==> config.mk <==
export PLATFORM = sky130hd
export DESIGN_NAME = sw_bcast_arbiter
export DESIGN_NICKNAME = d
export VERILOG_FILES = /design/src/rtl/sw_bcast_arbiter.sv
export SDC_FILE = /design/constraint.sdc
export NUM_CORES = 1
export LEC_CHECK = 0
export ABC_AREA = 1
export CAP_MARGIN = 20
export CORE_UTILIZATION = 40
export CTS_CLUSTER_DIAMETER = 200
export CTS_CLUSTER_SIZE = 10
export DETAILED_ROUTE_END_ITERATION = 8
export PLACE_DENSITY = 0.88
export REMOVE_ABC_BUFFERS = 1
export SYNTH_ARGS = -nofsm -noshare
export SYNTH_HDL_FRONTEND = slang
export SYNTH_SLANG_ARGS = --single-unit
==> constraint.sdc <==
create_clock -name clk_i -period 3.77 [get_ports clk_i]
set_input_delay 0.754 -clock clk_i [delete_from_list [all_inputs] [get_ports clk_i]]
set_output_delay 0.754 -clock clk_i [all_outputs]
set_load 0.005 [all_outputs]
==> src/rtl/sw_bcast_arbiter.sv <==
// Arbitrates N_CORE store queues onto the single data_mem write broadcast and owns the
// SINGLE/PAR/DRAIN mode switch. Define SW_BCAST_ARB_STATS_EN to add grant/stall counters.
module sw_bcast_arbiter #(
  parameter int unsigned N_CORE = 4,
  parameter int unsigned ADDR_W = 17,
  parameter int unsigned DATA_W = 32
) (
  input  logic                        clk_i,
  input  logic                        reset_i,
  input  logic                        parallel_i,
  input  logic [N_CORE-1:0]           req_valid_i,
  input  logic [N_CORE*ADDR_W-1:0]    req_addr_i,
  input  logic [N_CORE*DATA_W-1:0]    req_data_i,
  output logic [N_CORE-1:0]           req_ready_o,
  output logic                        bcast_valid_o,
  output logic [ADDR_W-1:0]           bcast_addr_o,
  output logic [DATA_W-1:0]           bcast_data_o,
  output logic [$clog2(N_CORE)-1:0]   bcast_src_o,
  output logic                        mode_par_o,
  output logic                        drain_busy_o
`ifdef SW_BCAST_ARB_STATS_EN
  ,
  output logic [N_CORE*32-1:0]        grant_cnt_o,
  output logic [31:0]                 stall_cnt_o
`endif
);

  localparam int unsigned SRC_W = $clog2(N_CORE);

  typedef enum logic [1:0] {
    ST_SINGLE = 2'd0,
    ST_PAR    = 2'd1,
    ST_DRAIN  = 2'd2
  } state_e;

  state_e              state_q, state_d;
  logic [SRC_W-1:0]    rr_ptr_q, rr_ptr_d;
  logic                bcast_valid_q;
  logic [ADDR_W-1:0]   bcast_addr_q;
  logic [DATA_W-1:0]   bcast_data_q;
  logic [SRC_W-1:0]    bcast_src_q;
  logic                mode_par_q;
  logic                drain_busy_q;

  logic                grant_any;
  logic [SRC_W-1:0]    grant_idx;
  logic [N_CORE-1:0]   grant_vec;
  logic [ADDR_W-1:0]   sel_addr;
  logic [DATA_W-1:0]   sel_data;

  // Grant: core 0 only in SINGLE, round-robin from rr_ptr otherwise; nothing during reset.
  always_comb begin
    logic [SRC_W-1:0] cand;
    grant_any = 1'b0;
    grant_idx = '0;
    grant_vec = '0;
    cand      = '0;
    if (!reset_i) begin
      if (state_q == ST_SINGLE) begin
        grant_any = req_valid_i[0];
      end else begin
        for (int unsigned i = 0; i < N_CORE; i++) begin
          cand = rr_ptr_q + SRC_W'(i);
          if (!grant_any && req_valid_i[cand]) begin
            grant_any = 1'b1;
            grant_idx = cand;
          end
        end
      end
      if (grant_any) grant_vec[grant_idx] = 1'b1;
    end
  end

  always_comb begin
    sel_addr = '0;
    sel_data = '0;
    for (int unsigned i = 0; i < N_CORE; i++) begin
      if (grant_idx == SRC_W'(i)) begin
        sel_addr = req_addr_i[i*ADDR_W +: ADDR_W];
        sel_data = req_data_i[i*DATA_W +: DATA_W];
      end
    end
  end

  // Next-state: DRAIN falls back to SINGLE only once every queue is empty.
  always_comb begin
    state_d  = state_q;
    rr_ptr_d = grant_any ? grant_idx + SRC_W'(1) : rr_ptr_q;
    unique case (state_q)
      ST_SINGLE: if (parallel_i) state_d = ST_PAR;
      ST_PAR:    if (!parallel_i) state_d = ST_DRAIN;
      ST_DRAIN: begin
        if (parallel_i)                              state_d = ST_PAR;
        else if ((req_valid_i == '0) && !grant_any)  state_d = ST_SINGLE;
      end
      default:   state_d = ST_SINGLE;
    endcase
  end

  always_ff @(posedge clk_i) begin
    if (reset_i) begin
      state_q       <= ST_SINGLE;
      rr_ptr_q      <= '0;
      bcast_valid_q <= 1'b0;
      bcast_addr_q  <= '0;
      bcast_data_q  <= '0;
      bcast_src_q   <= '0;
      mode_par_q    <= 1'b0;
      drain_busy_q  <= 1'b0;
    end else begin
      state_q       <= state_d;
      rr_ptr_q      <= rr_ptr_d;
      bcast_valid_q <= grant_any;
      if (grant_any) begin
        bcast_addr_q <= sel_addr;
        bcast_data_q <= sel_data;
        bcast_src_q  <= grant_idx;
      end
      mode_par_q    <= (state_d == ST_PAR);
      drain_busy_q  <= (state_d == ST_DRAIN);
    end
  end

  assign req_ready_o   = grant_vec;
  assign bcast_valid_o = bcast_valid_q;
  assign bcast_addr_o  = bcast_addr_q;
  assign bcast_data_o  = bcast_data_q;
  assign bcast_src_o   = bcast_src_q;
  assign mode_par_o    = mode_par_q;
  assign drain_busy_o  = drain_busy_q;

`ifdef SW_BCAST_ARB_STATS_EN
  logic [N_CORE-1:0][31:0] grant_cnt_q;
  logic [31:0]             stall_cnt_q;

  // Saturating counters: accepted stores per core, and stalled cycles with pending requests.
  always_ff @(posedge clk_i) begin
    if (reset_i) begin
      grant_cnt_q <= '0;
      stall_cnt_q <= '0;
    end else begin
      for (int unsigned i = 0; i < N_CORE; i++) begin
        if (grant_vec[i] && (grant_cnt_q[i] != 32'hFFFF_FFFF))
          grant_cnt_q[i] <= grant_cnt_q[i] + 32'd1;
      end
      if ((req_valid_i != '0) && !grant_any && (stall_cnt_q != 32'hFFFF_FFFF))
        stall_cnt_q <= stall_cnt_q + 32'd1;
    end
  end

  assign grant_cnt_o = grant_cnt_q;
  assign stall_cnt_o = stall_cnt_q;
`endif

endmodule

==> summary.txt, run 1 <==
Outcome
  – Run status: finished, final reports clean

Clocking
  – Clock edge transition at the registers on the reported setup and hold paths: 0.06 ns
  – Clock network latency to the later pin of the worst-skew pair: 0.33 ns
  – Clock tree from TritonCTS: built
  – Number of clock buffers inserted by TritonCTS: 9
  – Htree depth: 3
  – Clock Tree Root: sky130_fd_sc_hd__clkbuf_8
  – Maximum root-to-sink buffer count: 2
  – Clk sink count: 58

Min path
  – Hold Crit Start: bcast_data_o[4]
  – Count of cells along the worst hold path: 2
  – Terminating pin of the worst hold path: bcast_data_o[4]
  – Hold/Removal Path Class: reg2reg

Floorplan
  – Overall die width: 101.4 um
  – Chip height: 101.4 um
  – Starting utilization of the core area: 0.4194
  – Number of rows in the core area: 35
  – Boundary pin count: 261
  – Die area: 0.01027 mm^2
  – Core Region: 0.009415 mm^2

Synth
  – Cells after Synth: 656
  – Distinct cells, synth: 25
  – Main flop type after synthesis: sky130_fd_sc_hd__dfxtp_1
  – Number of warning messages in the yosys log: 0
  – Number of flops mapped to enable cells by yosys: 0
  – Avg Cell Area, Syn: 6.019 um^2
  – Synth async-reset ratio: 0
  – Number of storage elements in the synthesis netlist: 58
  – Sequential-to-total area share from yosys stat: 0.2940
  – Cell area after synthesis: 0.003949 mm^2

Placement
  – Half-perimeter wire length after detailed placement: 11390 um
  – Placer Congestion: 0.8607
  – Count of input and output buffers: 260
  – Dpl cell area: 0.006573 mm^2

Power and ir drop
  – IR drop worst, VDD: 0.0001784 V
  – Reported net switching power: 667.5 uW
  – Part of the total power dissipated in combinational logic: 0.368
  – Sequential power share: 0.324
  – Pwr dens: 328.8 mW/mm^2
  – Total internal power: 1576 uW
  – Switching share of power: 0.2975
  – Lkg Pwr: 0.002996 uW
  – Share of total power in the clock network: 0.308

Drt
  – Initial drt markers: 149
  – Total routed wirelength: 15570 um
  – Final routed wire length divided by cell count: 15.25 um
  – Length of the first detailed-routing pass in iterations: 5
  – DR vias/cell: 5.327
  – Residual antenna-violating net count after detailed routing: 0
  – Count of vias placed by the detailed router: 5439
  – Remaining routing DRC violations: 0

Flow run
  – Maximum capacitance violations: 0

Finish
  – Area Growth Syn to Fin: 72.85%
  – Final core utilization: 0.7249
  – Non-Filler Cell Area, Final: 0.006825 mm^2
  – Most common cell after layout, fill and taps aside: sky130_fd_sc_hd__clkdlybuf4s50_1
  – Number of diodes added for antenna fixing: 0
  – Share of cells above drive strength 1: 0.05045
  – Leading cell types in the layout, fill and taps excluded: 256 x sky130_fd_sc_hd__clkdlybuf4s50_1, 238 x sky130_fd_sc_hd__nand2_1, 110 x sky130_fd_sc_hd__nand3_1
  – Number of nets in the layout: 1094

Timing
  – Unrepaired setup endpoints after global routing: false
  – Pins Over Slew Limit: 0
  – Worst-Margin Slew: 0.6204 ns
  – Hold slack final: 0.4701 ns
  – Remaining max-slew budget at the tightest pin: 0.5864
  – Number of hold-slack violations in the final timing report: 0
  – Clock Skews: 0.009691 ns
  – Min Tclk post-route: 3.443 ns
  – Achievable frequency: 290.4 MHz
  – Aggregate negative setup slack: 0 ns
  – Endpoints failing setup: 0
  – Post-route clock period utilization: 0.9133

Worst setup path
  – Worst Setup Path Type: reg2out
  – Chain of cells forming the critical path: inv_1 -> nand2_1 -> nand2_1 -> nand2_1 -> nand2_1 -> nor2_4 -> nand3_2 -> nand2_1 -> nand4_4 -> nor2_1 -> clkdlybuf4s50_1
  – CP Launch Type: flip-flop
  – Register-to-register setup slack: 0.66 ns
  – Number of cells on the worst reg-to-reg path: 18
  – Nature of the critical path endpoint: output pin
  – Critical R2R Launch: rr_ptr_q[0]
  – Endpoint of the lowest-slack register-to-register path: bcast_data_o[11]
  – Count of buffer and inverter cells on the critical path: 2
  – Max stage delay cell, worst path: sky130_fd_sc_hd__dfxtp_1
  – Beginning of the critical path: rr_ptr_q[0]
  – Delay of the slowest cell on the worst path: 0.57 ns
  – Family of cells with the greatest summed delay on the critical path: simple AND/OR/NAND/NOR gates
  – Top fanout value on the critical path: 12
  – Cell repeated most along the worst path: sky130_fd_sc_hd__nand2_1
  – Data arrival time of the critical path: 2.69 ns
  – Required time of the worst setup path: 3.02 ns

GRT
  – Global-route total usage across every layer: 0.2974
  – Leftover overflow at the end of global routing: 0
  – Initial antenna violation count: 0
  – Largest net degree at the start of global routing: 71
  – Via count of the first global-routing pass: 5256
  – Global-route wire length before repair: 24040 um
==> stage by stage <==
stage | instances | total power, uW | setup slack, ns
after floorplan | 600 | 1078 | -0.5307
after global placement | 1005 | 1529 | 0.2667
after detailed placement | 1005 | 1557 | 0.1128
after CTS | 1021 | 2255 | 0.1208
after global routing | 1021 | 2373 | 0.08268
final | 1021 | 2244 | 0.3269
==> final cells by class <==
type                    instances  area (um^2)
well taps                     129        161.4
repair buffers                276         2770
inverters                      19        71.32
flip-flops and latches         58         1161
clock inverters                 5        102.6
clock buffers                  11        131.4
multi-input cells             523         2427
fillers                       780         2590
==> per-layer routing <==
layer,up-vias,global-route usage,wire length (um)
li1,2636,-,-
met3,39,0.08351,1375
met1,2503,0.3091,5759
met5,-,0,0
met2,261,0.5552,7958
met4,0,0.1315,479
==> cell usage after synthesis (2+ instances only) <==
cell / number / area share
sky130_fd_sc_hd__o21ai_1: 14 / 0.018
sky130_fd_sc_hd__o21ai_0: 85 / 0.11
sky130_fd_sc_hd__a21oi_1: 52 / 0.066
sky130_fd_sc_hd__buf_6: 10 / 0.029
sky130_fd_sc_hd__buf_2: 10 / 0.013
sky130_fd_sc_hd__clkbuf_2: 2 / 0.0025
sky130_fd_sc_hd__nand2_2: 3 / 0.0048
sky130_fd_sc_hd__buf_4: 2 / 0.0038
sky130_fd_sc_hd__dfxtp_1: 58 / 0.29
sky130_fd_sc_hd__nand2_1: 238 / 0.23
sky130_fd_sc_hd__clkbuf_1: 32 / 0.030
sky130_fd_sc_hd__nor2_1: 8 / 0.0076
sky130_fd_sc_hd__nand3_1: 110 / 0.14
sky130_fd_sc_hd__inv_1: 18 / 0.017
sky130_fd_sc_hd__ha_1: 4 / 0.013
==> what timing repair did <==
item,CTS,global route
hold buffers,0,0
endpoints found under the setup margin,0,4
gates resized for setup,0,5
setup buffers,0,0
==> cell families after synthesis <==
logic type                 after synthesis  synth area share
and+or+nand+nor                        366            0.4002
AOI/OAI and AO/OA                      153            0.1971
buffers and inverters                   75           0.09601
DFF                                     58            0.2940
adders and majority gates                4           0.01267
==> registers in the layout, indices dropped and copies added (netlist names) <==
name	cells
bcast_data_o	32
bcast_addr_o	17
bcast_src_o	2
rr_ptr_q	2
state_q	2
bcast_valid_o	1
drain_busy_o	1
mode_par_o	1
==> worst max path at each step <==
| stage | endpoint | slack [ns] | cells past startpoint |
|---|---|---|---|
| global route | req_ready_o[2] | 0.08 | 11 |
| floorplan | bcast_addr_o[15] | -0.53 | 9 |
| detailed placement | req_ready_o[3] | 0.11 | 11 |
| global placement | req_ready_o[3] | 0.27 | 11 |
| CTS | req_ready_o[3] | 0.12 | 11 |
| finish | req_ready_o[3] | 0.33 | 11 |
==> power by group through the flow <==
| stage | logic [uW] | registers (uW) | clock network (uW) |
|---|---|---|---|
| after floorplan | 338 | 740 | 0 |
| after global placement | 796 | 734 | 0 |
| after detailed placement | 819 | 738 | 0 |
| after CTS | 824 | 725 | 706 |
| after global routing | 909 | 734 | 730 |
| final | 826 | 726 | 691 |
==> tightest hold or removal path, cell delays in order, from the launching register on <==
cell	delay, ns
sky130_fd_sc_hd__dfxtp_1	0.31
sky130_fd_sc_hd__nand3_1	0.07
sky130_fd_sc_hd__nand2_1	0.05
Note: power is estimated with default switching activity, not from simulation.
==> inputs of run 2 (changes only) <==
--- a/config.mk
+++ b/config.mk
@@ -11,6 +11,7 @@
 export CTS_CLUSTER_DIAMETER = 200
 export CTS_CLUSTER_SIZE = 10
 export DETAILED_ROUTE_END_ITERATION = 8
+export HOLD_SLACK_MARGIN = 0.1
 export PLACE_DENSITY = 0.88
 export REMOVE_ABC_BUFFERS = 1
 export SYNTH_ARGS = -nofsm -noshare
==> results of run 2 <==
Final layout, timing and power as in run 1 (identical DEF).
==> patch, RTL diff (flow settings as in run 1) <==
Build with the macro `SW_BCAST_ARB_STATS_EN` defined.
--- a/src/rtl/sw_bcast_arbiter.sv
+++ b/src/rtl/sw_bcast_arbiter.sv
@@ -1,5 +1,7 @@
 // Arbitrates N_CORE store queues onto the single data_mem write broadcast and owns the
 // SINGLE/PAR/DRAIN mode switch. Define SW_BCAST_ARB_STATS_EN to add grant/stall counters.
+`define SW_BCAST_ARB_STATS_EN
+
 module sw_bcast_arbiter #(
   parameter int unsigned N_CORE = 4,
   parameter int unsigned ADDR_W = 17,
Formal check against the unedited RTL (old outputs only; new: grant_cnt_o and stall_cnt_o): equivalent (Yosys induction, for registers that start in step).
==> patch against run 1 <==
Wire length increased to 3.5 times the old value; clock power increased to 3.1 times the old value; power increased to 2.5 times the old value; final area increased to 2.8 times the old value; sequential cell count increased by 160; global-route usage decreased by 0.37 points; final cell count increased to 2.9 times the old value; worst setup slack got worse by 0.16 ns; synthesized area increased to 3.5 times the old value; critical path type is now in -> out; largest cell class is now multi-input gates; largest power group is now registers.
==> patch: results (changes against run 1) <==
[clocking]
clockRootBuffer = clkbuf_16  ; was clkbuf_8
cts_buffers = 25  ; was 9
htree_num_levels = 1  ; was 3
cts_buffer_depth = 3  ; was 2
clkLatencyLatePin_ns = 0.53  ; was 0.33 ns

[logic_synthesis]
yosysUniqueCellTypes = 38  ; was 25
synth_flop_cell = dfxtp_1  ; unchanged
async_flop_share = 0  ; unchanged
synth_warnings = 0  ; unchanged
ys_top_cells_by_count = 604 x nand2_1, 218 x dfxtp_1, 199 x a21oi_1  ; was 238 x nand2_1, 110 x nand3_1, 85 x o21ai_0
synthTopCellsByArea = dfxtp_1 32%, nand2_1 17%, a21oi_1 7.3%  ; was dfxtp_1 29%, nand2_1 23%, nand3_1 14%
synth-compound-area-share = 0.134  ; was 0.197
synth_fa_ha_area_frac = 0.00820  ; was 0.0127
seq_area_frac_synth = 0.318  ; was 0.294
syn_inst = 2162  ; was 656
synth-xor-area-share = 0.0842  ; was 0

[grt]
track_usage = 0.294  ; was 0.297
grt_pass1_vias = 14700  ; was 5256
grt_max_degree = 105  ; was 71
met1_usage = 0.419  ; was 0.309
use_met3 = 0.0441  ; was 0.0835
grt_pass1_wl_um = 83200  ; was 24000 um
antenna_found_initial = 5  ; was 0
grt_util_met2 = 0.457  ; was 0.555

[critical_path]
rr_worst_depth = 20  ; was 18
crit_fanout = 3  ; was 12
rrSetupSlack_ns = 0.77  ; was 0.66 ns
r2r-end = bcast_data_o[29]  ; was bcast_data_o[11]
cp.arrival_ns = 2.85  ; was 2.69 ns

[placement]
place_congestion = 1.00  ; was 0.861
placed_cells = 2961  ; was 1005
dp_hpwl_um = 40300  ; was 11400 um
place_ws_ns = 0.121  ; was 0.113 ns
place.port_buffers = 420  ; was 260

[power]
p_leak_uw = 0.00679  ; was 0.00300 uW
ir_worst_vdd_mv = 0.349  ; was 0.178 mV

[timing]
fin_skew_ns = 0.0180  ; was 0.00969 ns
tightest_slew_ns = 0.643  ; was 0.620 ns
worst_slack_ns = 0.165  ; was 0.327 ns

[min_path]
hp-start = bcast_addr_o[6]  ; was bcast_data_o[4]
worstHoldPathType = reg -> reg  ; unchanged
hold_end = bcast_addr_o[6]  ; was bcast_data_o[4]

[cells_and_area]
final_nets = 2753  ; was 1094
fillers = 3192  ; was 780
largest_reg_flops = 128  ; was 32
drive_gt1_frac = 0.0492  ; was 0.0504

[status]
status = completed  ; unchanged

[drt]
viasPerCell = 5.45  ; was 5.33
routed_wl_um = 54100  ; was 15600 um
dr.pass1.iters = 6  ; was 5
first_iter_violations = 1410  ; was 149
vias = 16300  ; was 5439

[job]
cap_violations = 0  ; unchanged

patch: cell types whose count changed after synthesis, sizes merged, moves of 93 or more:
cell	run 1	this run
nand2	241	609
nor2	10	175
dfxtp	58	218
inv	19	177
a21oi	52	200
xor2	0	95
nand4	2	95
patch: cell families after synthesis:
kind of cell | Yosys count
buf+inv | 297
flops | 218
xor+xnor | 132
compound gates | 364
fa+ha+maj | 9
simple gates | 1142
patch: power breakdown:
part / switching, uW / leakage (uW) / internal (uW)
combinational: 541 / 0.00470 / 515
clock: 966 / 0.000320 / 1180
sequential: 54.9 / 0.00177 / 2380
total: 1560 / 0.00679 / 4080
patch: through the flow:
stage / hold slack (ns) / instance area, um2 / TNS [ns]
floorplan: 0.451 / 13200 / -51.49
global placement: 0.444 / 18400 / 0
detailed placement: 0.457 / 18400 / 0
CTS: 0.466 / 19100 / 0
global route: 0.483 / 19100 / 0
finish: 0.465 / 19100 / 0
patch: layout make-up:
type / instances / area, um2 / area share
Antenna cell: 2 / 5.00 / 0.000262
Multi-Input combinational cell: 1647 / 8160 / 0.427
Clock buffer: 26 / 639 / 0.0334
Inverter: 178 / 671 / 0.0351
Timing Repair Buffer: 471 / 4700 / 0.246
Tap cell: 448 / 561 / 0.0293
Clock inverter: 1 / 8.76 / 0.000458
Sequential cell: 218 / 4360 / 0.228
patch: per-layer routing:
metal | share of wire | vias up
met1 | 0.45 | 7564
met4 | 0.029 | 10
met3 | 0.085 | 96
li1 | - | 7876
met2 | 0.44 | 766
met5 | 0.0013 | -
patch: how the worst max path moves through the flow:
stage / from / to
after detailed placement: req_valid_i[1] / req_ready_o[1]
final: req_valid_i[3] / req_ready_o[0]
after floorplan: req_valid_i[3] / bcast_addr_o[15]
after CTS: req_valid_i[1] / req_ready_o[1]
after global routing: rr_ptr_q[0] / req_ready_o[0]
after global placement: req_valid_i[3] / req_ready_o[1]
patch: worst max-delay path, stage by stage:
cell             delay (ns)
clkdlybuf4s50_1        0.42
inv_1                  0.10
nand2_1                0.09
nand3_1                0.13
nand2_1                0.08
nand2_1                0.09
nand2_1                0.05
nand2_1                0.06
nand2_2                0.09
nand2_1                0.11
nand2_1                0.07
nor2_1                 0.13
buf_4                  0.15
clkdlybuf4s50_1        0.50
